--- src/rtl/spi_pkg.sv ---
// Shared SPI slave definitions: FSM encoding and mode decode helpers.
package spi_pkg;

   localparam logic [0:0] ST_IDLE   = 1'b0;
   localparam logic [0:0] ST_ACTIVE = 1'b1;

   function automatic logic cpol(input logic [1:0] mode);
      return mode[1];
   endfunction

   function automatic logic cpha(input logic [1:0] mode);
      return mode[0];
   endfunction

endpackage

--- src/rtl/spi_sync.sv ---
// Two-flop synchronizer with a configurable reset value.
module spi_sync #(
   parameter logic RST_VAL = 1'b0
) (
   input  logic clk_i,
   input  logic rst_ni,
   input  logic d_i,
   output logic q_o
);

   logic [1:0] sync_q;

   always_ff @(posedge clk_i) begin
      if (!rst_ni) sync_q <= {2{RST_VAL}};
      else         sync_q <= {sync_q[0], d_i};
   end

   assign q_o = sync_q[1];

endmodule

--- src/rtl/spi_slave.sv ---
// SPI slave: oversampled sclk/ss/mosi, all four modes, TX shadow register.
module spi_slave
   import spi_pkg::*;
#(
   parameter logic [1:0] MODE     = 2'b00,
   parameter int         BITS_NUM = 8
) (
   input  logic                clk,
   input  logic                reset,
   input  logic                sclk,
   input  logic                ss,
   input  logic                mosi,
   output logic                miso,
   input  logic [BITS_NUM-1:0] tx_data,
   input  logic                tx_load,
   output logic                tx_ready,
   output logic [BITS_NUM-1:0] rx_data,
   output logic                rx_valid,
   output logic                busy,
   output logic                tx_underrun
);

   localparam int            CW   = (BITS_NUM > 1) ? $clog2(BITS_NUM) : 1;
   localparam logic [CW-1:0] LAST = CW'(BITS_NUM - 1);
   localparam logic          POL  = cpol(MODE);
   localparam logic          PHA  = cpha(MODE);

   logic sclk_s, ss_s, mosi_s;
   logic sclk_h_q, ss_h_q;
   logic [1:0] settle_q;
   logic armed_q;

   logic [0:0]          state_q, state_d;
   logic [CW-1:0]       cnt_q, cnt_d;
   logic [BITS_NUM-1:0] shift_q, shift_d;
   logic [BITS_NUM-1:0] rx_sh_q, rx_sh_d;
   logic [BITS_NUM-1:0] shadow_q, shadow_d;
   logic [BITS_NUM-1:0] rx_data_q, rx_data_d;
   logic tx_ready_q, tx_ready_d;
   logic rx_valid_q, rx_valid_d;
   logic unrun_q, unrun_d;
   logic pend_q, pend_d;
   logic start;

   spi_sync #(.RST_VAL(POL)) u_sync_sclk (
      .clk_i(clk), .rst_ni(reset), .d_i(sclk), .q_o(sclk_s)
   );
   spi_sync #(.RST_VAL(1'b1)) u_sync_ss (
      .clk_i(clk), .rst_ni(reset), .d_i(ss), .q_o(ss_s)
   );
   spi_sync #(.RST_VAL(1'b0)) u_sync_mosi (
      .clk_i(clk), .rst_ni(reset), .d_i(mosi), .q_o(mosi_s)
   );

   logic active, rise, fall, lead, trail, samp, shft;
   logic ss_fall, ss_rise;

   assign active  = (state_q == ST_ACTIVE);
   assign rise    = sclk_s & ~sclk_h_q;
   assign fall    = ~sclk_s & sclk_h_q;
   assign lead    = POL ? fall : rise;
   assign trail   = POL ? rise : fall;
   assign samp    = PHA ? trail : lead;
   assign shft    = PHA ? lead : trail;
   // A fall is only trusted once ss has been seen high after reset.
   assign ss_fall = armed_q & ss_h_q & ~ss_s;
   assign ss_rise = ~ss_h_q & ss_s;

   always_comb begin
      state_d    = state_q;
      cnt_d      = cnt_q;
      shift_d    = shift_q;
      rx_sh_d    = rx_sh_q;
      shadow_d   = shadow_q;
      rx_data_d  = rx_data_q;
      tx_ready_d = tx_ready_q;
      rx_valid_d = 1'b0;
      unrun_d    = 1'b0;
      pend_d     = pend_q;
      start      = 1'b0;
      if (!active) begin
         if (ss_fall) begin
            state_d = ST_ACTIVE;
            start   = !PHA;
         end
      end else if (ss_rise) begin
         state_d = ST_IDLE;
         cnt_d   = '0;
         pend_d  = 1'b0;
      end else begin
         start = PHA ? (shft && cnt_q == '0) : (samp && pend_q);
         if (samp) begin
            rx_sh_d = {rx_sh_q[BITS_NUM-2:0], mosi_s};
            if (cnt_q == LAST) begin
               cnt_d      = '0;
               rx_data_d  = rx_sh_d;
               rx_valid_d = 1'b1;
            end else begin
               cnt_d = cnt_q + 1'b1;
            end
         end
         if (shft) begin
            shift_d = {shift_q[BITS_NUM-2:0], 1'b0};
            // CPHA=0: next word is committed on its first sample edge.
            if (!PHA && cnt_q == '0) pend_d = 1'b1;
         end
      end
      if (start) begin
         pend_d = 1'b0;
         if (!tx_ready_q) begin
            shift_d    = shadow_q;
            tx_ready_d = !tx_load;
            if (tx_load) shadow_d = tx_data;
         end else if (tx_load) begin
            shift_d = tx_data;
         end else begin
            shift_d = '0;
            unrun_d = 1'b1;
         end
      end else if (tx_load && tx_ready_q) begin
         shadow_d   = tx_data;
         tx_ready_d = 1'b0;
      end
   end

   always_ff @(posedge clk) begin
      if (!reset) begin
         sclk_h_q   <= POL;
         ss_h_q     <= 1'b1;
         settle_q   <= 2'd0;
         armed_q    <= 1'b0;
         state_q    <= ST_IDLE;
         cnt_q      <= '0;
         shift_q    <= '0;
         rx_sh_q    <= '0;
         shadow_q   <= '0;
         rx_data_q  <= '0;
         tx_ready_q <= 1'b1;
         rx_valid_q <= 1'b0;
         unrun_q    <= 1'b0;
         pend_q     <= 1'b0;
      end else begin
         sclk_h_q   <= sclk_s;
         ss_h_q     <= ss_s;
         if (settle_q != 2'd3) settle_q <= settle_q + 2'd1;
         if (settle_q == 2'd3 && ss_s) armed_q <= 1'b1;
         state_q    <= state_d;
         cnt_q      <= cnt_d;
         shift_q    <= shift_d;
         rx_sh_q    <= rx_sh_d;
         shadow_q   <= shadow_d;
         rx_data_q  <= rx_data_d;
         tx_ready_q <= tx_ready_d;
         rx_valid_q <= rx_valid_d;
         unrun_q    <= unrun_d;
         pend_q     <= pend_d;
      end
   end

   assign miso = !active ? 1'b0
               : (!PHA && pend_q) ? (!tx_ready_q && shadow_q[BITS_NUM-1])
               : shift_q[BITS_NUM-1];
   assign tx_ready    = tx_ready_q;
   assign rx_data     = rx_data_q;
   assign rx_valid    = rx_valid_q;
   assign busy        = active;
   assign tx_underrun = unrun_q;

endmodule

--- config.mk ---
export PLATFORM = sky130hd
export DESIGN_NAME = spi_slave
export DESIGN_NICKNAME = d
export VERILOG_FILES = /design/src/rtl/spi_pkg.sv /design/src/rtl/spi_sync.sv /design/src/rtl/spi_slave.sv
export SDC_FILE = /design/constraint.sdc
export NUM_CORES = 1
export LEC_CHECK = 0
export ABC_CLOCK_PERIOD_IN_PS = 1800
export CAP_MARGIN = 20
export CORE_MARGIN = 3
export CORE_UTILIZATION = 35
export DETAILED_ROUTE_END_ITERATION = 10
export GPL_TIMING_DRIVEN = 0
export SYNTH_ARGS = -nofsm -noshare
export SYNTH_HDL_FRONTEND = slang
export SYNTH_HIERARCHICAL = 1
export SYNTH_SLANG_ARGS = --single-unit
--- constraint.sdc ---
create_clock -name clk -period 1.8 [get_ports clk]
set_input_delay 0.36 -clock clk [delete_from_list [all_inputs] [get_ports clk]]
set_output_delay 0.36 -clock clk [all_outputs]
set_load 0.005 [all_outputs]
Word level (Yosys, flattened, before mapping)
Cells that the tools add are included.
- bitwise operators: 13
- $mul: 0
- mux-type cells: 28
- equality and inequality tests: 6
- add/sub/neg operators: 2
- shift operators: 0
- reduce and logical (&&, ||, !) cells: 22
- divide/modulo/power cells: 0
- magnitude comparators: 0
- operators with widths (kind ; count):
    two-way mux 8 bit ; 10
    two-way mux 1 bit ; 15
    AND reduction 3 bit ; 5
    nonzero test 2 bit ; 6
    two-way mux 3 bit ; 3
    inequality test 2 bit (second input constant) ; 4
    inverter 1 bit ; 8
    AND 1 bit ; 5
    logical AND 1 bit ; 4
    AND reduction 4 bit ; 1
    OR reduction 4 bit ; 1
    adder 3 x 1 -> 3 bit (second input constant) ; 1
    equality test 3 bit (second input constant) ; 1
    logical NOT 3 bit ; 1
    adder 2 x 1 -> 2 bit (second input constant) ; 1
    equality test 2 bit (second input constant) ; 1
    logical NOT 1 bit ; 2
    AND reduction 2 bit ; 1
    OR reduction 2 bit ; 1
- memory bits (writable): 0
- word-level logic and storage cells: 88
- latch bits: 0
- output and inout bits: 13
- memories kept: 0
- flip-flop bits (word level): 50
- bits of input ports: 14
- bits in read-only memories: 0

Longest topological paths before layout
- word-level depth: 7
- gate-level depth with buffers: 6
- mapped depth without buffers: 5

Hierarchy
Netlist, hierarchy kept.
- modules (own cells, without submodules) (module ; times used ; area an instance (um2) ; sequential area each (um2) ; cells an instance):
    spi_slave ; 1 ; 2037.0 ; 880.8 ; 219
    spi_sync ; 3 ; 52.6 ; 40.0 ; 4

Least setup slack after synthesis
Ideal clock, no wire load.
- path kind: reg2reg
- from: register state_q (netlist: busy)
- to: register shadow_q[0]
- arrival time: 1.460 ns
- period minus slack after synthesis: 1.532 ns
- path buffers: 0
- setup time: 0.072 ns
- cell stages (with the launch flop): 5
- data required time: 1.728 ns
- setup slack: 0.268 ns
- cells stage by stage: dfxtp_1 nand2_1 o31ai_4 mux2i_4 mux2i_1
- longest elaborated chain between the ends: 3
- elaborated cells between the ends (all ways): 6
- classes of those cells: eq/ne (2); mux (2); reduce/logical (2)
- RTL lines (item ; line ; source):
    start: declaration ; spi_slave.sv:33 ; logic [0:0] state_q, state_d;
    start signal: assignment ; spi_slave.sv:147 ; state_q <= state_d;
    two-way mux 1 bit * ; spi_slave.sv:81 ; if (!active) begin
    inequality test 2 bit (no line) / nonzero test 2 bit (equally long branches) ; n/a ;
    AND reduction 3 bit (no line) ; n/a ;
    end signal: assignment ; spi_slave.sv:151 ; shadow_q <= shadow_d;
    end: declaration ; spi_slave.sv:37 ; logic [BITS_NUM-1:0] shadow_q, shadow_d;
Mark *: on every way between the ends. The rest lies on a longest branch, timed or not.
A chain may end at the register's enable or synchronous reset.

Final worst setup path
- from: register tx_ready_q (netlist: tx_ready)
- to: output tx_ready
- RTL lines (item ; line ; source):
    start: declaration ; spi_slave.sv:39 ; logic tx_ready_q, tx_ready_d;
    start signal: assignment ; spi_slave.sv:153 ; tx_ready_q <= tx_ready_d;
    end: declaration ; spi_slave.sv:16 ; output logic tx_ready,
No word-level cell between the ends.

==> out/qor.yml <==
via_per_inst: 4.70
swShare_pct: 21.4
grt_pass1_wl_um: 7430
critical_path.cell_chain: "buf_4, clkdlybuf4s50_1"
nets: 283
path_class: "reg2out"
start_util_pct: 36.6
powerDensity_nw_per_um2: 835
syn-cell-area_um2: 2190
r2r-start: "u_sync_ss/sync_q[1]"
worstPathRequired_ps: 1440
vias: 1602
wl_met3_um: 174
syn_avg_cell_area_um2: 9.50
fillers: 564
final_layout_size_suffix_gt1_share_pct: 10.5
p_comb_share_pct: 8.5
syn_nets: 249
cts_tree: "yes"
synthSimpleGateAreaFrac_pct: 22.5
cp_top_family: "buffers and inverters"
place_congestion: 0.748
top_layer: "met4"
seqPwrFrac_pct: 50.7
end_kind: "output port"
min_path_type: "reg2reg"
synthFlopType: "dfxtp_1"
synth_top_family_by_area: "simple AND/OR/NAND/NOR gates"
synth_cell_types: 38
crit_path_start_kind: "flop"
fp.dieH_um: 85.2
post-route-period-util_pct: 94.6
power.switching_uw: 489
reg2reg_to: "shift_q[3]"
synth_compound_area_share_pct: 12.9
postRouteWirelength_um: 4340
grt_pass1_vias: 1533
worstPathArrival_ps: 1340
r2r_slack_ps: 150
areaGrowthSynthToFinish_pct: 24.9
core_um2: 5990
drc_errors: 0
clock_skew_ps: 9.77
synthArstFlopShare_pct: 0
dpl_cell_area_um2: 2550
utilization_pct: 45.8
final_common_cell: "dfxtp_1"
dr_wl_met2_um: 1820
outcome: "finished clean"
fin_area_um2: 2740
clock_sinks: 50
whs_endpoint: "u_sync_ss/sync_q[1]"
firstDrtPassIters: 4
timing.fmax_mhz: 587
antenna_found_initial: 0
synthXorXnorAreaFrac_pct: 0.399
slowest_stage: "clkdlybuf4s50_1"
min_period_ps: 1700
cp_slowest_stage_delay_ps: 510
grt_start_max_net_pins: 17
hold_viol: 0
globalRouteTotalUtil_pct: 12.9
dp_hpwl_um: 3090
muxShareOfSynthArea_pct: 11.5
synth_edf_count: 0
root_buffer: "clkbuf_8"
seq_area_frac_synth_pct: 45.6
first_iter_violations: 74
cts_buffer_depth: 2
path_clk_slew_ps: 90
port_buffers: 26
maxCapViolCount: 0
cts_hold_buffers: 0
row_count: 28
final_cell_mix: "dfxtp_1, nand2_1, clkdlybuf4s50_1"
setup_viol: 0
leakage_uw: 0.000957
relSlewSlack_pct: 67.2
internal_power_uw: 1800
r2r_cells: 5
cp_max_fo: 12
cp-startpoint: "tx_ready"
clkPwrFrac_pct: 40.8
die_area_um2: 7260
worstMarginPinSlew_ps: 492
yosys.area_share.adder_pct: 2.28
ir_drop_mv: 0.470
clk-insertion-delay-late_ps: 300
synth_warnings: 6
slew_viol_final: 0
cts-buffers-inserted: 5
holdPathStages: 1
die_w_um: 85.2
io_pins: 27
rsz0062_at_grt: "false"
overflow: 0
wl_per_cell_um: 12.7
wl_met1_um: 2300
ys_seq_elements: 50
ant_nets: 0
path_buf_inv: 2
netlist_instances: 231
cts_max_level: 2
n_antenna_cell: 0
hold_start: "u_sync_ss/sync_q[0]"
## per-layer routing
metal | vias to the layer above | global-route usage, %
met2 | 23 | 19.4
met4 | 0 | 3.88
li1 | 856 | -
met5 | - | 0
met1 | 719 | 17.9
met3 | 4 | 3.59
## state kept, by name, indices dropped and copies added (netlist names)
| signal | count |
|---|---|
| rx_valid | 1 |
| armed_q | 1 |
| ss_h_q | 1 |
| shift_q | 8 |
| u_sync_ss/sync_q | 2 |
| rx_sh_q | 7 |
| shadow_q | 8 |
| sclk_h_q | 1 |
| rx_data | 8 |
| cnt_q | 3 |
| tx_underrun | 1 |
| pend_q | 1 |
| u_sync_mosi/sync_q | 2 |
| tx_ready | 1 |
| u_sync_sclk/sync_q | 2 |
| busy | 1 |
| settle_q | 2 |
## worst reg2reg max path, cell delays in order (launching register included)
cell,delay [ps]
dfxtp_1,400
nor2b_4,190
o31ai_4,340
buf_4,280
mux2i_1,220
o2bb2ai_1,100
## synth_stat cells, types with 2 or more instances
cell       instances  area share (%)
inv_1             12             2.1
ha_1               4             2.3
dfxtp_1           50              46
o2bb2ai_1          7             2.8
nor2b_1           13             3.7
o21ai_0            9             2.1
mux2i_1           23              10
a21oi_1            2            0.46
nand2_1           29             5.0
nand4bb_1          2             1.0
a21boi_1           9             3.1
clkbuf_1           9             1.5
nand3_1           17             3.9
and2_1             6             1.7
nor3b_1            2            0.68
o21a_1             2            0.68
and3_1             2            0.57
a21boi_0           3             1.0
nand2b_1           8             2.3
o21ai_1            2            0.46
buf_4              3             1.0
## power by group through the flow
stage	Sequential [µW]	Clock [µW]	Combinational [µW]
floorplan	1180	0	118
global placement	1190	0	180
detailed placement	1190	0	183
CTS	1160	953	186
global route	1170	1000	217
finish	1160	934	194
## stage by stage
| step | total power (µW) | hold WS, ps | setup TNS, ps | std cells | setup WS, ps |
|---|---|---|---|---|---|
| 4_1_cts | 2300 | 425 | 0 | 340 | 6.04 |
| 3_3_place_gp | 1370 | 389 | -8230 | 332 | -313 |
| 5_1_grt | 2390 | 439 | 0 | 341 | 42.7 |
| 2_1_floorplan | 1300 | 386 | 0 | 231 | 268 |
| 6_report | 2290 | 418 | 0 | 341 | 97.2 |
| 3_5_place_dp | 1370 | 403 | -8790 | 332 | -340 |
## how the worst max path moves through the flow
stage             endpoint  slack [ps]  cells after the start
3_5_place_dp   shadow_q[5]        -340                      5
3_3_place_gp   shadow_q[5]        -310                      5
6_report          tx_ready         100                      2
4_1_cts         shift_q[3]           6                      4
2_1_floorplan  shadow_q[0]         270                      4
5_1_grt           tx_ready          40                      2
## repair_timing
action | 4_1_cts | 5_1_grt
pin swaps | 0 | 0
setup buffers | 1 | 1
setup endpoints to repair | 5 | 25
gates resized for setup | 11 | 6
## final cells by class
class	count	area (µm²)	share of cell area [%]
multi-input cells	156	1100	40.2
flip-flops and latches	50	1010	36.7
repair buffers	28	287	10.5
well taps	75	93.8	3.42
clock buffers	5	68.8	2.51
clock inverters	3	68.8	2.51
plain buffers	12	68.8	2.51
inverters	12	45.0	1.64
## cell families after synthesis
family	Yosys count
AND/OR/NAND/NOR	88
multiplexers	24
AO/OA/AOI/OAI	39
adder cells (fa/ha/maj)	4
XOR/XNOR	1
buffers and inverters	25
flip-flops	50
Note: power is estimated with default switching activity, not from simulation.
